$ cat config.mk
export PLATFORM = sky130hd
export DESIGN_NAME = hub75_bcm_driver
export DESIGN_NICKNAME = d
export VERILOG_FILES = /design/src/rtl/hub75_bcm_driver.sv
export SDC_FILE = /design/constraint.sdc
export NUM_CORES = 1
export LEC_CHECK = 0
export CORE_MARGIN = 10
export CORE_UTILIZATION = 52
export CTS_BUF_LIST = sky130_fd_sc_hd__clkbuf_16
export DETAILED_ROUTE_END_ITERATION = 7
export PLACE_DENSITY = 0.81
export SLEW_MARGIN = 20
export SYNTH_ARGS = -nofsm -noshare
export SYNTH_HDL_FRONTEND = slang
export SYNTH_SLANG_ARGS = --single-unit
$ cat constraint.sdc
create_clock -name clk -period 3.4 [get_ports clk]
set_input_delay 0.34 -clock clk [delete_from_list [all_inputs] [get_ports clk]]
set_output_delay 0.34 -clock clk [all_outputs]
set_load 0.02 [all_outputs]
$ cat src/rtl/hub75_bcm_driver.sv
// rtl/hub75_bcm_driver.sv - HUB75 scan driver with binary-coded-modulation colour depth.
// Shifts each bit-plane of a row, latches it while blanked, then lights it for BASE_ON<<plane cycles.
module hub75_bcm_driver #(
  parameter int COLS      = 64,
  parameter int SCAN_ROWS = 16,
  parameter int BPC       = 4,
  parameter int BASE_ON   = 8,
  localparam int RB = $clog2(SCAN_ROWS),
  localparam int CB = $clog2(COLS)
) (
  input  logic             clk,
  input  logic             rst,
  input  logic             enable,
  output logic             fb_rd,
  output logic [RB+CB-1:0] fb_addr,
  input  logic [6*BPC-1:0] fb_data,
  output logic [RB-1:0]    row_addr,
  output logic             R0,
  output logic             G0,
  output logic             B0,
  output logic             R1,
  output logic             G1,
  output logic             B1,
  output logic             SCLK,
  output logic             LAT,
  output logic             OE,
  output logic             frame_done
);

  localparam int SW = CB + 1;
  localparam int PW = (BPC > 1) ? $clog2(BPC) : 1;
  localparam int DW = $clog2((BASE_ON << (BPC - 1)) + 1);

  typedef enum logic [1:0] {IDLE, SHIFT, LATCH, DISPLAY} state_t;

  state_t           state_q, state_d;
  logic [RB-1:0]    row_q, row_d;
  logic [PW-1:0]    plane_q, plane_d;
  logic [SW-1:0]    slot_q, slot_d;
  logic             phase_q, phase_d;
  logic [DW-1:0]    dcnt_q, dcnt_d;
  logic [5:0]       rgb_q, rgb_d;
  logic [RB-1:0]    row_addr_q, row_addr_d;
  logic             fb_rd_q, fb_rd_d;
  logic [RB+CB-1:0] fb_addr_q, fb_addr_d;
  logic             sclk_q, sclk_d;
  logic             lat_q, lat_d;
  logic             oe_q, oe_d;
  logic             frame_done_q, frame_done_d;
  logic [BPC-1:0]   field;

  always_comb begin
    state_d      = state_q;
    row_d        = row_q;
    plane_d      = plane_q;
    slot_d       = slot_q;
    phase_d      = phase_q;
    dcnt_d       = dcnt_q;
    rgb_d        = rgb_q;
    row_addr_d   = row_addr_q;
    frame_done_d = 1'b0;
    field        = '0;

    case (state_q)
      IDLE: begin
        if (enable) begin
          state_d = SHIFT;
          row_d   = '0;
          plane_d = '0;
          slot_d  = '0;
          phase_d = 1'b0;
        end
      end
      SHIFT: begin
        if (!phase_q) begin
          phase_d = 1'b1;
        end else begin
          // Read data returned during phase 1 is captured here and clocked out in the next slot.
          if (slot_q < SW'(COLS)) begin
            for (int j = 0; j < 6; j++) begin
              field    = fb_data[j*BPC +: BPC];
              rgb_d[j] = field[plane_q];
            end
          end
          phase_d = 1'b0;
          if (slot_q == SW'(COLS)) begin
            state_d = LATCH;
            slot_d  = '0;
          end else begin
            slot_d = slot_q + SW'(1);
          end
        end
      end
      LATCH: begin
        if (!phase_q) begin
          phase_d = 1'b1;
        end else begin
          phase_d = 1'b0;
          state_d = DISPLAY;
          dcnt_d  = DW'(BASE_ON) << plane_q;
        end
      end
      DISPLAY: begin
        if (dcnt_q == DW'(1)) begin
          if (plane_q != PW'(BPC - 1)) begin
            plane_d = plane_q + PW'(1);
            state_d = SHIFT;
          end else if (row_q != RB'(SCAN_ROWS - 1)) begin
            row_d   = row_q + RB'(1);
            plane_d = '0;
            state_d = SHIFT;
          end else begin
            row_d        = '0;
            plane_d      = '0;
            frame_done_d = 1'b1;
            state_d      = enable ? SHIFT : IDLE;
          end
        end else begin
          dcnt_d = dcnt_q - DW'(1);
        end
      end
      default: state_d = IDLE;
    endcase

    // Pin values are derived from the next state so every output leaves a flop.
    fb_rd_d   = (state_d == SHIFT) && !phase_d && (slot_d < SW'(COLS));
    fb_addr_d = fb_rd_d ? {row_d, slot_d[CB-1:0]} : fb_addr_q;
    sclk_d    = (state_d == SHIFT) && phase_d && (slot_d != '0);
    lat_d     = (state_d == LATCH) && !phase_d;
    oe_d      = (state_d != DISPLAY);
    if (lat_d) row_addr_d = row_d;
  end

  always_ff @(posedge clk or posedge rst) begin
    if (rst) begin
      state_q      <= IDLE;
      row_q        <= '0;
      plane_q      <= '0;
      slot_q       <= '0;
      phase_q      <= 1'b0;
      dcnt_q       <= '0;
      rgb_q        <= '0;
      row_addr_q   <= '0;
      fb_rd_q      <= 1'b0;
      fb_addr_q    <= '0;
      sclk_q       <= 1'b0;
      lat_q        <= 1'b0;
      oe_q         <= 1'b1;
      frame_done_q <= 1'b0;
    end else begin
      state_q      <= state_d;
      row_q        <= row_d;
      plane_q      <= plane_d;
      slot_q       <= slot_d;
      phase_q      <= phase_d;
      dcnt_q       <= dcnt_d;
      rgb_q        <= rgb_d;
      row_addr_q   <= row_addr_d;
      fb_rd_q      <= fb_rd_d;
      fb_addr_q    <= fb_addr_d;
      sclk_q       <= sclk_d;
      lat_q        <= lat_d;
      oe_q         <= oe_d;
      frame_done_q <= frame_done_d;
    end
  end

  assign fb_rd      = fb_rd_q;
  assign fb_addr    = fb_addr_q;
  assign row_addr   = row_addr_q;
  assign {R0, G0, B0, R1, G1, B1} = rgb_q;
  assign SCLK       = sclk_q;
  assign LAT        = lat_q;
  assign OE         = oe_q;
  assign frame_done = frame_done_q;

endmodule

==> results.md, run 1 <==
- WHS Endpoint: row_addr[3]
- Fin cells: ~360
- Hold-fix buffers at CTS: 0
- Initial antenna violation count: 0
- Core area: slightly above 0.005 mm^2
- FFs w/ async S/R, synth: 1.00
- Number of synthesized flops with an enable pin: 0
- Initial core utilization: 0.531
- Nets: 333
- Final core utilization: 0.670
- Peak VDD IR: approximately 0.00028 V
- Die Span Y: 92.0 um
- Root Buffer: clkbuf_16
- Routed WL: between 6000 and 7000 um
- First-pass GRT wire length: around 10,000 um
- R2r endpoint: fb_addr[9]
- F_max: roughly 350 MHz
- Via density: around 5.7
- Final period util: 0.830
- Top-area cell type share of the netlist area: 0.436
- Area post-placement: around 0.0033 mm^2
- WHS: roughly 0.5 ns
- Pwr Density: ~330 mW/mm^2
- Mean Syn Cell Area: 11.0 um^2
- WHS Path Cells: 1
- Layout Area Growth over Synthesis: 26.2%
- Worst-margin pin slew: ~0.98 ns
- Sequential share of the synthesized area: 0.446
- Crit. End Element: flip-flop
- Cells taking the most area after synthesis: dfrtp_1, ha_1, mux2_4
- Synth top cells by count: dfrtp_1, o21ai_0, nor2_1, inv_1, ha_1
- Status: finished, final reports clean
- Fill cell count: 407
- Final ANT Viol Nets: 0
- Worst-Skew Late Latency: between 0.2 and 0.3 ns
- Critical Path RT: roughly 3.6 ns
- Final routed DRC violation total: 0
- Psw: 243 uW
- Gr ovfl total: 0
- Setup TNS: 0 ns
- Dpl hpwl: ~4600 um
- Ys flop type: dfrtp_1
- Clk buf depth: 2
- Crit Path Max Fanout: 11
- DRT iter0 DRCs: around 130
- Worst flop-to-flop path startpoint: state_q[1]
- Max transition margin: 0.346
- Layout cells sized above 1: 0.146
- Crit path DAT: roughly 3.0 ns
- # setup viols final: 0
- Placed insts: 356
- Yosys cell types: 54
- Final worst slack: about 0.58 ns
- CTS sink count: 48
- Logic gate share of total power: 0.056
- Count leader, synth: dfrtp_1
- Post-Syn Area: approximately 0.0027 mm^2
- Net Sw Frac: 0.215
- Wire per inst: roughly 17 um
- Pin count of the biggest net entering global routing: 49
- DR pass1 iterations: 5
- Final Max Slew Viols: 0
- Die width: just over 90 um
- Seq pwr share: 0.509
- Hold Vio Cnt, Final: 0
- Pre-CTS WS: between 0.6 and 0.7 ns
- Max-Cap Viols: 0
- Placer Congestion: between 0.9 and 1
- Gate Count Post-Synth: ~240
- Clock power share: 0.436
- Die ar.: around 0.0085 mm^2
- CP Class: reg2reg
- CTS clock-pin slew for the worst setup and hold paths: approximately 0.070 ns
- Power Internal: between 800 and 900 uW
- Clk_skew: a little under 0.007 ns
- Vias in the first global route: 2,063
- Port Buf Inserts: 51
- Post-CTS Setup Inserts: 0
- Total CTS buffers: 5
- Top-Level Pins: 52
- HP Start: row_addr[3]
- Inserted Diodes: 0
- Post-CTS sizing: 0
- Site row count: 26
- Mapped Nets: around 280
- Power Total: 1.13 mW
- Vias: 2,071
- RSZ-0062 raised after global routing: no
- GR Util All Layers: 0.146
- TritonCTS clock tree: done
- Leakage: approximately 1.5 nW
- Setup slack, reg-to-reg: about 0.58 ns
- Worst R2R Path Depth: 8
- Min cycle time layout: around 2.8 ns
- #FFs+latches synth: between 40 and 50
- Yosys top cell by area: dfrtp_1
- Synth warn: 0
- H-tree depth: 2
- HP Class: reg2reg
- Crit start category: flip-flop
- Post-route cell area: approximately 0.0034 mm^2
cell type report:
class | instances | area (um^2) | share of cell area
timing repair buffer | 53 | 526 | 0.155
multi-input combinational | 170 | 1380 | 0.406
clock buffer | 5 | 125 | 0.0368
clock inverter | 3 | 22.5 | 0.00662
inverter | 15 | 56.3 | 0.0166
tap | 70 | 87.6 | 0.0258
sequential | 48 | 1200 | 0.354
cells by family (layout without fill, tap and decap cells):
| logic type | count (synthesis) | count (layout) | synth area share |
|---|---|---|---|
| adder cells (fa/ha/maj) | 13 | 13 | 0.0604 |
| flip-flops | 48 | 48 | 0.446 |
| AND/OR/NAND/NOR | 66 | 66 | 0.137 |
| AO/OA/AOI/OAI | 60 | 60 | 0.150 |
| multiplexers | 30 | 30 | 0.161 |
| buffers and inverters | 26 | 76 | 0.0413 |
| XOR/XNOR | 1 | 1 | 0.00325 |
worst max path at each step:
stage	end	slack, ns	cells past startpoint	start
finish	fb_addr[9]	0.58	8	state_q[1]
global route	fb_addr[9]	0.37	8	state_q[1]
CTS	fb_addr[9]	0.61	8	state_q[1]
detailed placement	fb_addr[9]	0.63	8	state_q[1]
global placement	fb_addr[9]	0.71	8	state_q[1]
floorplan	fb_addr[0]	0.97	10	state_q[0]
worst max-delay path, cell delays in order (launching register included):
cell	delay, ns
dfrtp_1	0.41
inv_1	0.14
ha_1	0.38
inv_1	0.15
a31o_2	0.27
o221a_2	0.27
a311oi_4	0.35
and3_4	0.40
mux2_1	0.34
layer usage:
layer  wire [um]  global-route usage  share of wire  vias up
li1            -                   -              -      996
met1        2780               0.190           0.45     1014
met2        2940               0.230           0.48       55
met3         360              0.0465          0.059        6
met4          55              0.0373         0.0090        0
met5           0                   0              0        -
registers in the layout, summed over array words and instances (netlist names):
signal / cells
frame_done: 1
dcnt_q: 7
rgb_q: 6
LAT: 1
row_q: 4
plane_q: 2
SCLK: 1
fb_rd: 1
OE: 1
slot_q: 7
row_addr: 4
phase_q: 1
fb_addr: 10
state_q: 2
power groups by stage:
stage               clock, mW  sequential [mW]  combinational, mW
finish                  0.493            0.576             0.0630
global route            0.525            0.576             0.0679
CTS                     0.507            0.576             0.0647
detailed placement          0            0.587             0.0646
global placement            0            0.587             0.0623
floorplan                   0            0.592             0.0169
cell usage in the layout (no fill, tap or decap), drive strengths merged, types with 2 or more instances in the layout:
cell type      instances
clkdlybuf4s50         51
dfrtp                 47
mux2                  20
o21ai                 19
nor2                  16
inv                   16
ha                    13
a21oi                 12
nand2                 11
nand2b                 8
nand3                  6
mux4                   6
a22o                   5
clkbuf                 5
and3                   5
nor3                   5
mux2i                  4
a31oi                  4
or4                    3
nand3b                 2
nor4                   2
o22ai                  2
o31ai                  2
a22oi                  2
o2bb2ai                2
buf                    2
or3                    2
clkinv                 2
Note: power is estimated with default switching activity, not from simulation.
==> run 2, diff against run 1 <==
--- a/config.mk
+++ b/config.mk
@@ -6,10 +6,10 @@
 export NUM_CORES = 1
 export LEC_CHECK = 0
 export CORE_MARGIN = 10
-export CORE_UTILIZATION = 52
+export CORE_UTILIZATION = 47
 export CTS_BUF_LIST = sky130_fd_sc_hd__clkbuf_16
 export DETAILED_ROUTE_END_ITERATION = 7
-export PLACE_DENSITY = 0.81
+export PLACE_DENSITY = 0.77
 export SLEW_MARGIN = 20
 export SYNTH_ARGS = -nofsm -noshare
 export SYNTH_HDL_FRONTEND = slang
==> constraint.sdc (replaced) <==
create_clock -name clk -period 2.37 [get_ports clk]
set_input_delay 0.237 -clock clk [delete_from_list [all_inputs] [get_ports clk]]
set_output_delay 0.237 -clock clk [all_outputs]
set_load 0.02 [all_outputs]
==> run 2 against run 1 <==
Net effect: clock power is 41% higher; first-iteration DRC count is 8.3% lower; die area is 8.3% higher; via count is 4.2% higher; global-route usage is 0.33 points lower; sequential power is 44% higher; final area is 7.5% higher; largest power group unchanged; core utilization is 1.0 points lower; total power is 43% higher.
==> results.md, run 2 (synthesized netlist as in run 1, its figures left out) <==
- Min cycle time layout: 2.34 ns
- Placed insts: about 380
- CTS sink count: 48
- Pin count of the biggest net entering global routing: 20
- GR peak layer: met2
- RSZ-0062 raised after global routing: yes
- Final period util: 0.989
- Most frequent cells in the layout: clkdlybuf4s50_1, dfrtp_1, buf_4
- Layout Area Growth over Synthesis: 35.7%
- Grt met3 use: 0.0521
- Status: finished, final reports clean
- Vias: between 2,000 and 2,500
- Vias in the first global route: roughly 2,100
- DR pass1 iterations: 4
- Largest register FFs: 10
- Leakage: 1.62 nW
- Inserted Diodes: 0
- DRT iter0 DRCs: 122
- Crit-path slowest cell: a311oi_4
- Final ANT Viol Nets: 0
- Placer Congestion: roughly 0.85
- Worst-margin pin slew: approximately 0.56 ns
- Die ar.: between 0.009 and 0.01 mm^2
- Top-Level Pins: 52
- Critical Path RT: about 2.6 ns
- Final worst slack: 0.0252 ns
- Worst-Skew Late Latency: between 0.2 and 0.3 ns
- Worst flop-to-flop path startpoint: plane_q[0]
- Crit. End Element: flip-flop
- Routing usage on met1: 0.182
- F_max: ~430 MHz
- Die Span Y: about 96 um
- Port Buf Inserts: just over 50
- Hold Vio Cnt, Final: 0
- Crit start category: flip-flop
- Initial core utilization: 0.486
- Root Buffer: clkbuf_16
- Final routed DRC violation total: 0
- Power Total: approximately 1.6 mW
- Pwr Density: 442 mW/mm^2
- WHS: around 0.18 ns
- Setup slack, reg-to-reg: about 0.025 ns
- Setup TNS: 0 ns
- Register Area: 0.00120 mm^2
- Met2 Use GR: 0.223
- Fill cell count: between 400 and 500
- Crit Path Max Fanout: 6
- Clk buf depth: 2
- H-tree depth: 2
- Pre-CTS WS: -0.0121 ns
- Area of the multi-input gates: between 0.001 and 0.0015 mm^2
- Site row count: 27
- Crit path DAT: ~2.5 ns
- Final Max Slew Viols: 0
- Via density: 5.52
- Dpl hpwl: around 4800 um
- GR Util All Layers: 0.143
- Peak VDD IR: 0.000444 V
- Total CTS buffers: 5
- Crit-path cells: ha_1 > nand4bb_1 > nor4_1 > o221a_4 > a311oi_4 > and3_4 > mux2_4
- HP Class: in2async
- TritonCTS clock tree: done
- Layout cells sized above 1: 0.251
- Most common cell after layout, fill and taps aside: clkdlybuf4s50_1
- First-pass GRT wire length: about 10,000 um
- Max transition margin: 0.624
- Initial antenna violation count: 0
- Gr ovfl total: 0
- Delay of the slowest critical-path stage: 0.41 ns
- Wire per inst: between 15 and 20 um
- CP Class: reg2reg
- Max-Cap Viols: 0
- Clk_skew: 0.00485 ns
- Core area: 0.00554 mm^2
- # setup viols final: 0
- Die width: ~96 um
- Fin cells: approximately 390
- CTS clock-pin slew for the worst setup and hold paths: ~0.06 ns
- Hold-fix buffers at CTS: 0
- Nets: between 300 and 400
- Worst Setup SP: plane_q[0]
- Routed WL: about 6500 um
## run 2: power by group
group	leakage, nW	switching [mW]	internal [mW]	total [mW]
clock	0.0712	0.308	0.389	0.697
combinational	0.985	0.0339	0.0594	0.0933
sequential	0.565	0.00242	0.824	0.827
total	1.62	0.344	1.27	1.62
## run 2: worst paths after layout
path                              endpoint  cells past startpoint
worst max-delay path            fb_addr[9]                      7
worst min-delay path            fb_addr[2]                      2
worst max register to register  fb_addr[9]                      7
worst min register to register   dcnt_q[1]                      2
max in group asynchronous               OE                      3
min in group clk                 dcnt_q[1]                      2
## run 2: through the flow
step,cell area (um^2),utilization
floorplan,2700,-
global placement,3400,0.614
detailed placement,3400,0.614
CTS,3550,0.642
global route,3660,0.660
finish,3660,0.660
## run 2: critical path, delay by kind of cell (launching register included)
kind	cells	cell delay (ns)
adder cells (fa/ha/maj)	1	0.24
multiplexers	1	0.32
AO/OA/AOI/OAI	2	0.68
flip-flops	1	0.38
AND/OR/NAND/NOR	3	0.61
## run 2: area by class of cell
cell class                      instances  share of cell area
Multi-Input combinational cell        171               0.398
Sequential cell                        48               0.329
Timing Repair Buffer                   77               0.193
Clock buffer                            5              0.0342
Tap cell                               72              0.0246
Inverter                               15              0.0154
Clock inverter                          3             0.00547
## run 2: timing repair
action                     4_1_cts  5_1_grt
cloned                           1        0
setup buffers                    0        5
gates resized for setup          0       16
pin swaps                        1        7
setup endpoints to repair        1       15
## run 2: layer usage
layer / wire length [um] / vias up
met2: 3050 / 67
met3: 504 / 8
met4: 77 / 0
met1: 2840 / 1032
met5: 0 / -
li1: - / 1051
